===== src/rtl/fetch_stage.sv =====
// rtl/fetch_stage.sv - instruction fetch stage: PC register, imem request FSM, decode handshake
//
// Purpose: fetches one instruction word per handshake from instruction memory,
// holds it for decode until accepted, then advances the PC (sequential,
// branch or jump).
//
// Optional feature macro: FETCH_PERF_EN (adds saturating fetch_count/wait_count)
//
// Ports:
//   clk            in   rising-edge clock
//   reset          in   synchronous active-high reset
//   imem_req       out  instruction-memory read request (FETCH state)
//   imem_addr      out  byte address of requested word (= pc)
//   imem_ack       in   read data valid this cycle
//   imem_rdata     in   instruction word
//   instr          out  held instruction for decode
//   op             out  instr[31:27]
//   instr_valid    out  instr/op valid (HOLD state)
//   instr_ready    in   decode accepts current instruction
//   pcsrc          in   branch taken
//   jump           in   jump decoded for current instruction
//   branch_target  in   taken-branch address
//   pc             out  address of current/pending instruction
//   fetch_count    out  handshakes seen (FETCH_PERF_EN only)
//   wait_count     out  FETCH cycles without ack (FETCH_PERF_EN only)

module fetch_stage #(
    parameter logic [31:0] RESET_PC = 32'h0000_0000,
    parameter int          WIDTH    = 32
) (
    input  logic             clk,
    input  logic             reset,
    output logic             imem_req,
    output logic [WIDTH-1:0] imem_addr,
    input  logic             imem_ack,
    input  logic [WIDTH-1:0] imem_rdata,
    output logic [WIDTH-1:0] instr,
    output logic [4:0]       op,
    output logic             instr_valid,
    input  logic             instr_ready,
    input  logic             pcsrc,
    input  logic             jump,
    input  logic [WIDTH-1:0] branch_target,
    output logic [WIDTH-1:0] pc
`ifdef FETCH_PERF_EN
    ,
    output logic [31:0]      fetch_count,
    output logic [31:0]      wait_count
`endif
);

    typedef enum logic [1:0] {
        IDLE  = 2'd0,
        FETCH = 2'd1,
        HOLD  = 2'd2
    } state_t;

    state_t           state_q, state_d;
    logic [WIDTH-1:0] pc_q, pc_d;
    logic [WIDTH-1:0] instr_q, instr_d;

    logic [WIDTH-1:0] pc_plus4;
    logic [WIDTH-1:0] jump_target;
    logic [WIDTH-1:0] next_pc;
    logic             handshake;

    // pc + 4 wraps naturally at the 32-bit boundary
    assign pc_plus4    = pc_q + 32'd4;
    assign jump_target = {pc_plus4[31:29], instr_q[26:0], 2'b00};
    assign handshake   = (state_q == HOLD) && instr_ready;

    // jump wins over a taken branch
    always_comb begin
        next_pc = pc_plus4;
        if (jump) begin
            next_pc = jump_target;
        end else if (pcsrc) begin
            next_pc = branch_target;
        end
    end

    always_comb begin
        state_d = state_q;
        pc_d    = pc_q;
        instr_d = instr_q;
        case (state_q)
            IDLE: begin
                state_d = FETCH;
            end
            FETCH: begin
                if (imem_ack) begin
                    instr_d = imem_rdata;
                    state_d = HOLD;
                end
            end
            HOLD: begin
                if (instr_ready) begin
                    pc_d    = next_pc;
                    state_d = FETCH;
                end
            end
            default: begin
                state_d = IDLE;
            end
        endcase
    end

    always_ff @(posedge clk) begin
        if (reset) begin
            state_q <= IDLE;
            pc_q    <= RESET_PC;
            instr_q <= '0;
        end else begin
            state_q <= state_d;
            pc_q    <= pc_d;
            instr_q <= instr_d;
        end
    end

    assign imem_req    = (state_q == FETCH);
    assign imem_addr   = pc_q;
    assign pc          = pc_q;
    assign instr       = instr_q;
    assign op          = instr_q[31:27];
    assign instr_valid = (state_q == HOLD);

`ifdef FETCH_PERF_EN
    logic [31:0] fetch_count_q, fetch_count_d;
    logic [31:0] wait_count_q, wait_count_d;

    always_comb begin
        fetch_count_d = fetch_count_q;
        wait_count_d  = wait_count_q;
        if (handshake && (fetch_count_q != 32'hFFFF_FFFF)) begin
            fetch_count_d = fetch_count_q + 32'd1;
        end
        if ((state_q == FETCH) && !imem_ack && (wait_count_q != 32'hFFFF_FFFF)) begin
            wait_count_d = wait_count_q + 32'd1;
        end
    end

    always_ff @(posedge clk) begin
        if (reset) begin
            fetch_count_q <= '0;
            wait_count_q  <= '0;
        end else begin
            fetch_count_q <= fetch_count_d;
            wait_count_q  <= wait_count_d;
        end
    end

    assign fetch_count = fetch_count_q;
    assign wait_count  = wait_count_q;
`endif

endmodule


===== config.mk =====
export PLATFORM = sky130hd
export DESIGN_NAME = fetch_stage
export DESIGN_NICKNAME = d
export VERILOG_FILES = /design/src/rtl/fetch_stage.sv
export SDC_FILE = /design/constraint.sdc
export NUM_CORES = 1
export LEC_CHECK = 0
export BUFFER_PORTS_ARGS = -buffer_cell sky130_fd_sc_hd__buf_2
export CORE_ASPECT_RATIO = 0.8
export CORE_MARGIN = 2
export CORE_UTILIZATION = 47
export DETAILED_ROUTE_END_ITERATION = 7
export PLACE_DENSITY = 0.89
export SYNTH_ARGS = -nofsm -noshare
export SYNTH_HDL_FRONTEND = slang
export SYNTH_SLANG_ARGS = --single-unit

===== constraint.sdc =====
create_clock -name clk -period 2.76 [get_ports clk]
set_clock_uncertainty 0.2 [all_clocks]
set_input_delay 0.138 -clock clk [delete_from_list [all_inputs] [get_ports clk]]
set_output_delay 0.138 -clock clk [all_outputs]
set_load 0.01 [all_outputs]

==> Word level (Yosys, flattened, before mapping) <==
Cells that the tools add are included.
{ "op_classes": {"addsub": 1, "eq_ne": 4, "mux": 5, "n_reduce_logical": 4} }
{ "op_table": {"columns": ["cell", "count"], "rows": [
  ["$mux W32", 2],
  ["$add A32 B3 Y32 const B", 1],
  ["$pmux W2 S3", 1],
  ["$reduce_and A2 Y1", 3],
  ["$mux W2", 2],
  ["$ne A2 B1 Y1 const B", 2],
  ["$eq A2 B1 Y1 const B", 1],
  ["$eq A2 B2 Y1 const B", 1],
  ["$logic_not A2 Y1", 1]
]} }
{ "totals": {"register_bits": 66, "in_bits": 70, "out_inout_bits": 103} }

==> Logic depth before layout (Yosys ltp) <==
Gate-level depths: netlist of run 1.
{ "depth": {"word_depth": 3, "mapped_depth": 7, "depth_no_buf": 6} }

==> Worst setup path before layout of run 1 <==
OpenSTA, ideal clock, no wires.
{ "synth_path": {"kind": "flip-flop to flip-flop", "from": "register pc_q[2] (netlist: imem_addr[2])", "to": "register pc_q[24] (netlist: imem_addr[24])", "setup_time_ps": 57, "arrival_ps": 1795, "path_slack_ps": 709, "stages_incl_launch_ff": 8, "n_path_buf": 1, "period_less_slack_ps": 2051, "cell_sequence": "dfxtp_1 ha_1 and4_1 clkbuf_2 nand4_1 or4_1 a21oi_1 o21ba_2"} }
{ "synth_between": {"elab_chain_cells": 3} }
{ "synth_lines": {"columns": ["item", "line_no", "source"], "rows": [
  ["start, declared", "59", "logic [WIDTH-1:0] pc_q, pc_d;"],
  ["start signal, assigned", "115", "pc_q <= pc_d;"],
  ["$add A32 B3 Y32", "68", "assign pc_plus4 = pc_q + 32'd4;"],
  ["$mux W32", "77", "end else if (pcsrc) begin"],
  ["$mux W32", "75", "if (jump) begin"]
]} }
No other way between the ends.
A chain may end at the register's enable or synchronous reset.

==> Worst setup path after layout of run 1 <==
{ "layout_path": {"from": "register pc_q[2] (netlist: imem_addr[2])", "to": "register pc_q[22] (netlist: imem_addr[22])"} }
Same word-level chain as after synthesis.

==> impl_metrics.toml, run 1 <==
[cells_and_area]
n_fill_cell = 674
mostFrequentLayoutCells = "172 x buf_2, 97 x nand2_1, 66 x dfxtp_1"
multi_input_area_sq_um = 1992
regArea_sq_um = 1321
antenna_cells = 0
drive_gt1_share_pct = 32.63
syn2layout_area_growth_pct = 34.27
final_common_cell = "buf_2"
nets = 725
utilization_pct = 64.30
stdcell_area_sq_um = 5040

[synth]
synth_enable_flop_cells = 0
synth_top_area_cell = "dfxtp_1"
synth_fp_nets = 562
syn-cell-area_sq_um = 3754
seq_area_frac_synth_pct = 35.20
postSynthCellCount = 491
yosys_register_bits = 66
yosysUniqueCellTypes = 63
yosys.area.top_type_share_pct = 35.20
synthArstFlopShare_pct = 0
yosys_warnings = 0
synth_area_leaders = "dfxtp_1 35%, nand2_1 9.7%, a21oi_1 7.9%"
syn_avg_cell_area_sq_um = 7.645
synth_top_flop_cell = "dfxtp_1"

[drt]
drtPass1Iterations = 6
wl_per_cell_um = 16.80
finalWirelength_um = 12880
drc = 0
vias = 4415
ant_nets = 0
vias_per_cell = 5.756
drt_iter0_drc = 460

[sta]
slew-limit-headroom_pct = 59.47
fin_crit_sh_pct = 83.86
timing.setup.tns_ns = 0
tightestPinTransition_ns = 0.6080
rsz0062_at_grt = "no"
finalSetupViolCount = 0
max_freq_ghz = 0.4321
period_minus_slack_ns = 2.314
drv_slew = 0
hold_viol_final = 0

[run_status]
outcome = "finished, final reports clean"

[setup_path]
cp-endpoint = "imem_addr[22]"
r2r_end = "imem_addr[22]"
cp_max_fo = 8
start_kind = "flop"
r2r_cells = 6
slowest_stage = "dfxtp_1"
critical_path_arrival_ns = 2.39
critPathCaptureType = "flop"
r2r_start = "imem_addr[2]"
critical_path.cell_chain = "ha_1, and4_1, nand3_1, o41ai_1, nand2_1, a21oi_1"
path_buf_inv = 0
r2r_slack_ns = 0.45
slowest_delay_ns = 0.44
critical_path_class = "reg -> reg"
cp_top_family = "simple AND/OR/NAND/NOR gates"
cp.depth = 6
worstSetupStartpoint = "imem_addr[2]"
required_ns = 2.84

[floorplanning]
die_h_um = 83.93
die-area_sq_um = 8722
die_w_um = 103.9
ios = 173
num_rows = 29
coreArea_sq_um = 7838
start_util_pct = 47.89

[clocking]
htreeDepth = 3
cts-root-buf = "clkbuf_8"
clock_latency_ns = 0.34
cts_tree = "done"
clk_pin_slew_worst_paths_ns = 0.08
clk_path_buf_depth = 2
numCtsBuffers = 9
clock_sinks = 66

[grt]
grt_pass1_vias = 4039
antenna_found_initial = 0
grt_pass1_wl_um = 20090
grt_max_degree = 36
grt_use_total_pct = 28.60
gr-total-overflow = 0

[power]
clockPowerShare_pct = 38.3
total_power_mw = 2.185
p_leak_nw = 2.172
pwr_density_cell_nw_per_um2 = 433.6
power_frac_comb_pct = 15.3
p_sw_share_pct = 27.71
pwr-share-seq_pct = 46.4
internal_power_mw = 1.580
power.switching_uw = 605.5
ir_drop_v = 0.0002936

[placement]
gp_congestion = 0.9068
io_buffer_count = 172
hpwl_um = 8798
place_area_sq_um = 4395

[hold_path]
hold_class = "in -> reg"

[run]
cap_violations = 0
## power by group through the flow
| stage | Sequential, mW | Clock [mW] | Combinational (mW) |
|---|---|---|---|
| 2_1_floorplan | 1.04 | 0 | 0.148 |
| 3_3_place_gp | 1.03 | 0 | 0.271 |
| 3_5_place_dp | 1.03 | 0 | 0.276 |
| 4_1_cts | 1.01 | 0.844 | 0.325 |
| 5_1_grt | 1.02 | 0.885 | 0.361 |
| 6_report | 1.01 | 0.837 | 0.335 |
## cell usage after synthesis, types with 3 or more instances
library cell  number
nand3_1           10
nand2_1           97
and3_1             5
o31ai_1            3
a22o_1             6
o21ai_1            3
nor2_1            20
nor3_1             6
buf_4             39
a21o_1             3
dfxtp_1           66
o21a_1             3
mux2i_1            4
inv_1              4
o2bb2ai_1          3
o21ai_0           29
buf_1              3
and4_1             5
nand2b_1           4
nand4_1            5
o211ai_1           4
a21oi_1           59
o41ai_1            5
a22oi_1           20
clkbuf_1          28
a31oi_1            6
nor4_2             5
## timing repair
| action | in CTS | in global routing |
|---|---|---|
| setup buffers | 0 | 0 |
| hold buffers | 44 | 0 |
| gates resized for setup | 0 | 0 |
| hold endpoints to repair | 53 | 0 |
## cell type report
class	instances	share of cell area (%)
timing repair buffer	225	27.16
clock buffer	10	2.731
tap	108	2.681
sequential	66	26.22
clock inverter	6	1.316
inverter	5	0.3724
multi-input combinational	347	39.52
## per-stage QoR
stage          hold WS, ns  instances  worst slack (ns)
3_5_place_dp        0.1836        707            0.5068
5_1_grt            0.02654        767            0.2649
3_3_place_gp        0.1761        707            0.5896
6_report           0.01535        767            0.4455
4_1_cts           0.003553        767            0.4791
2_1_floorplan      0.07399        491            0.7085
## worst register-to-register path: stages (launching register included)
cell and delay (ns):
dfxtp_1 0.44, ha_1 0.28, and4_1 0.43, nand3_1 0.29, o41ai_1 0.40, nand2_1 0.09
a21oi_1 0.12
## metal layers
layer / global-route usage (%) / share of wire [%]
met5: 0 / 0
met4: 8.600 / 2.2
met3: 8.119 / 10
met2: 46.23 / 46
met1: 37.19 / 41
## cells by family (layout without fill, tap and decap cells)
group / Yosys count / after routing / share of synthesized area (%)
AO/OA/AOI/OAI: 164 / 164 / 27.90
AND/OR/NAND/NOR: 177 / 177 / 23.40
adder cells (fa/ha/maj): 1 / 1 / 0.3333
multiplexers: 5 / 5 / 1.367
buffers and inverters: 78 / 246 / 11.80
flip-flops: 66 / 66 / 35.20
## registers in the layout (all words and copies together), names as in the netlist
register and flops:
imem_addr 32, instr 32, state_q 2
## worst min-delay path by stage
stage | from | to | slack [ns] | depth (start not counted)
after floorplan | imem_rdata[11] | instr[11] | 0.07 | 2
after global placement | branch_target[0] | imem_addr[0] | 0.18 | 3
after detailed placement | branch_target[1] | imem_addr[1] | 0.18 | 3
after CTS | branch_target[7] | imem_addr[7] | 0.004 | 5
after global routing | branch_target[7] | imem_addr[7] | 0.03 | 5
final | branch_target[7] | imem_addr[7] | 0.02 | 5
No activity file was read; power rests on OpenSTA's default activity.
==> inputs of run 2 (changes only) <==
--- a/config.mk
+++ b/config.mk
@@ -5,12 +5,13 @@
 export SDC_FILE = /design/constraint.sdc
 export NUM_CORES = 1
 export LEC_CHECK = 0
+export ABC_AREA = 1
 export BUFFER_PORTS_ARGS = -buffer_cell sky130_fd_sc_hd__buf_2
 export CORE_ASPECT_RATIO = 0.8
 export CORE_MARGIN = 2
-export CORE_UTILIZATION = 47
+export CORE_UTILIZATION = 48
 export DETAILED_ROUTE_END_ITERATION = 7
-export PLACE_DENSITY = 0.89
+export PLACE_DENSITY = 0.91
 export SYNTH_ARGS = -nofsm -noshare
 export SYNTH_HDL_FRONTEND = slang
 export SYNTH_SLANG_ARGS = --single-unit
==> constraint.sdc (replaced) <==
create_clock -name clk -period 2.18 [get_ports clk]
set_clock_uncertainty 0.2 [all_clocks]
set_input_delay 0.109 -clock clk [delete_from_list [all_inputs] [get_ports clk]]
set_output_delay 0.109 -clock clk [all_outputs]
set_load 0.01 [all_outputs]
==> run 2 against run 1 <==
- sequential share of layout area shrank 1.5 points
- via count grew 10%
- cell count grew 14%
- critical endpoint is now imem_addr[16]
- total power grew 24%
- sequential cell count is the same
- synthesized cell count grew 15%
- sequential power grew 28%
- design area grew 6.1%
- synthesized area grew 1.5%
==> impl_metrics.toml, run 2 <==
[grt]
grt_pass1_vias = 4512
gr-usage-met3_pct = 8.197
grt_pass1_wl_um = 22710
grt_use_total_pct = 32.93
grt_max_degree = 38
use_met2_pct = 53.34
top_usage_layer = "met2"
grtUsageMet1_pct = 42.53
gr-total-overflow = 0
antenna_found_initial = 0

[clocking]
cts-root-buf = "clkbuf_8"
clock_sinks = 66
htreeDepth = 3
cts_resized = 0
clk_pin_slew_worst_paths_ns = 0.08
numCtsBuffers = 9
clock_latency_ns = 0.35
clk_path_buf_depth = 2
cts_tree = "done"

[hold_path]
hp-start = "jump"
hold_class = "in -> reg"

[power]
p_leak_nw = 2.416
p_sw_share_pct = 30.37
ir_drop_v = 0.0004430
power_frac_comb_pct = 17.4
clockPowerShare_pct = 35.1
internal_power_mw = 1.890
power.switching_uw = 824.1
pwr_density_cell_nw_per_um2 = 507.7
pwr-share-seq_pct = 47.6

[drt]
drtPass1Iterations = 6
vias = 4868
wl_per_cell_um = 16.65
ant_nets = 0
vias_per_cell = 5.557
drc = 0
drt_iter0_drc = 495
finalWirelength_um = 14580

[cells_and_area]
nets = 833
stdcell_area_sq_um = 5345
final_common_cell = "buf_2"
syn2layout_area_growth_pct = 40.30
drive_gt1_share_pct = 28.81
mostFrequentLayoutCells = "172 x buf_2, 155 x nand2_1, 66 x dfxtp_1"

[floorplanning]
die-area_sq_um = 8670
start_util_pct = 48.84
ios = 173
die_w_um = 103.6
die_h_um = 83.69
coreArea_sq_um = 7801
num_rows = 29

[setup_path]
slowest_delay_ns = 0.44
critical_path_class = "reg -> reg"
r2r_start = "imem_addr[2]"
slowest_stage = "dfxtp_1"
required_ns = 2.26
cpMostUsedCell = "nand2_1"
critical_path_arrival_ns = 2.01
worstSetupStartpoint = "imem_addr[2]"
cp_max_fo = 7
critical_path.cell_chain = "ha_1, nand2_1, inv_1, nand2_1, nor2_2, nand3_1, xnor2_1, nand2_1, a21oi_1"
start_kind = "flop"
critPathCaptureType = "flop"

[sta]
period_minus_slack_ns = 1.933
fin_crit_sh_pct = 88.66
timing.setup.tns_ns = 0
tightestPinTransition_ns = 0.6491
rsz0062_at_grt = "no"
max_freq_ghz = 0.5174
finalSetupViolCount = 0
drv_slew = 0
hold_viol_final = 0
slew-limit-headroom_pct = 56.73

[synth]
yosysUniqueCellTypes = 29
synth_compound_area_share_pct = 18.92
synthTopCellsByCount = "155 x nand2_1, 66 x dfxtp_1, 61 x a21oi_1"
yosysMostFrequentCell = "nand2_1"
synthArstFlopShare_pct = 0
synth_enable_flop_cells = 0
postSynthCellCount = 565
synth_top_area_cell = "dfxtp_1"
synth_fp_nets = 636
syn_avg_cell_area_sq_um = 6.743
synth_area_leaders = "dfxtp_1 35%, nand2_1 15%, a21oi_1 8.0%"
synth_xor_area_share_pct = 2.069
yosys.area_share.simple_pct = 30.74
muxShareOfSynthArea_pct = 0
syn-cell-area_sq_um = 3810
yosys_register_bits = 66
synth_top_family_by_area = "simple AND/OR/NAND/NOR gates"
synth_top_flop_cell = "dfxtp_1"
synthAdderAreaFrac_pct = 0.3284
seq_area_frac_synth_pct = 34.68
yosys_warnings = 0
yosys.area.top_type_share_pct = 34.68

[run_status]
outcome = "finished, final reports clean"

[placement]
hpwl_um = 9521
gp_congestion = 1.036
io_buffer_count = 172
place_area_sq_um = 4513

[run]
cap_violations = 0
-- run 2: changes by cell type in the layout (fill, tap and decap cells not counted), moves of 6 or more --
| cell | before | now |
|---|---|---|
| a22oi_1 | 20 | 1 |
| xor2_1 | 0 | 7 |
| a221oi_1 | 1 | 17 |
| inv_1 | 4 | 25 |
| nor2_1 | 19 | 44 |
| nor2_2 | 1 | 7 |
| a22o_1 | 6 | 0 |
| nand3_1 | 10 | 49 |
| dlygate4sd3_1 | 44 | 65 |
| nand2_1 | 97 | 155 |
| nor3_1 | 6 | 0 |
-- run 2: routing by layer --
metal  vias up  part of all wire [%]  wire length, um
met4         0                   3.1              457
met3        52                    12             1697
met2       369                    46             6699
met1      2190                    39             5727
li1       2257                     -                -
met5         -                     0                0
-- run 2: stage by stage --
step / setup WS, ns / hold WS [ns] / std cells / util [%] / power, mW
after detailed placement: 0.3143 / 0.1776 / 794 / 57.85 / 1.676
after CTS: 0.2755 / 0.01120 / 875 / 68.48 / 2.699
after global placement: 0.3932 / 0.1806 / 794 / 57.85 / 1.668
final: 0.2473 / 0.03563 / 876 / 68.52 / 2.714
after floorplan: 0.4641 / 0.05194 / 565 / - / 1.517
after global routing: 0.1538 / 0.06640 / 875 / 68.48 / 2.804
-- run 2: cell type report --
cell class                 instances  area (sq um)
sequential                        66          1321
multi-input combinational        406          1986
inverter                          28         105.1
clock inverter                     7         55.05
timing repair buffer             251          1617
antenna                            1         2.502
clock buffer                       9         123.9
fill                             654          2456
tap                              108         135.1
-- run 2: worst max-delay path, delay by kind of cell, from the launching register on --
family | cells | cell delay (ns)
and+or+nand+nor | 5 | 0.59
DFF | 1 | 0.44
adders and majority gates | 1 | 0.21
xor gates and xnor gates | 1 | 0.15
buffers and inverters | 1 | 0.14
AOI/OAI and AO/OA | 1 | 0.14
-- run 2: logic make-up (layout without fill, tap and decap cells) --
| kind of cell | Yosys count | count (layout) |
|---|---|---|
| buffers and inverters | 93 | 295 |
| DFF | 66 | 66 |
| adders and majority gates | 1 | 1 |
| other | 0 | 1 |
| xor gates and xnor gates | 9 | 9 |
| AOI/OAI and AO/OA | 125 | 125 |
| and+or+nand+nor | 271 | 271 |
-- run 2: power groups by stage --
stage	Sequential (mW)	Clock, mW	Combinational, mW
5_1_grt	1.30	1.00	0.505
6_report	1.29	0.951	0.472
4_1_cts	1.29	0.961	0.449
3_5_place_dp	1.32	0	0.360
2_1_floorplan	1.33	0	0.188
3_3_place_gp	1.31	0	0.354
-- run 2: final timing paths --
path | to | slack (ns) | cells past startpoint
setup / recovery | imem_addr[16] | 0.25 | 9
hold / removal | imem_addr[11] | 0.04 | 3
setup reg to reg | imem_addr[16] | 0.25 | 9
hold reg to reg | instr[3] | 0.29 | 2
-- run 2: what timing repair did --
action	in CTS	in global routing
endpoints found under the hold margin	66	0
hold buffers	65	0
buffers inserted	0	0
endpoints found under the setup margin	0	0
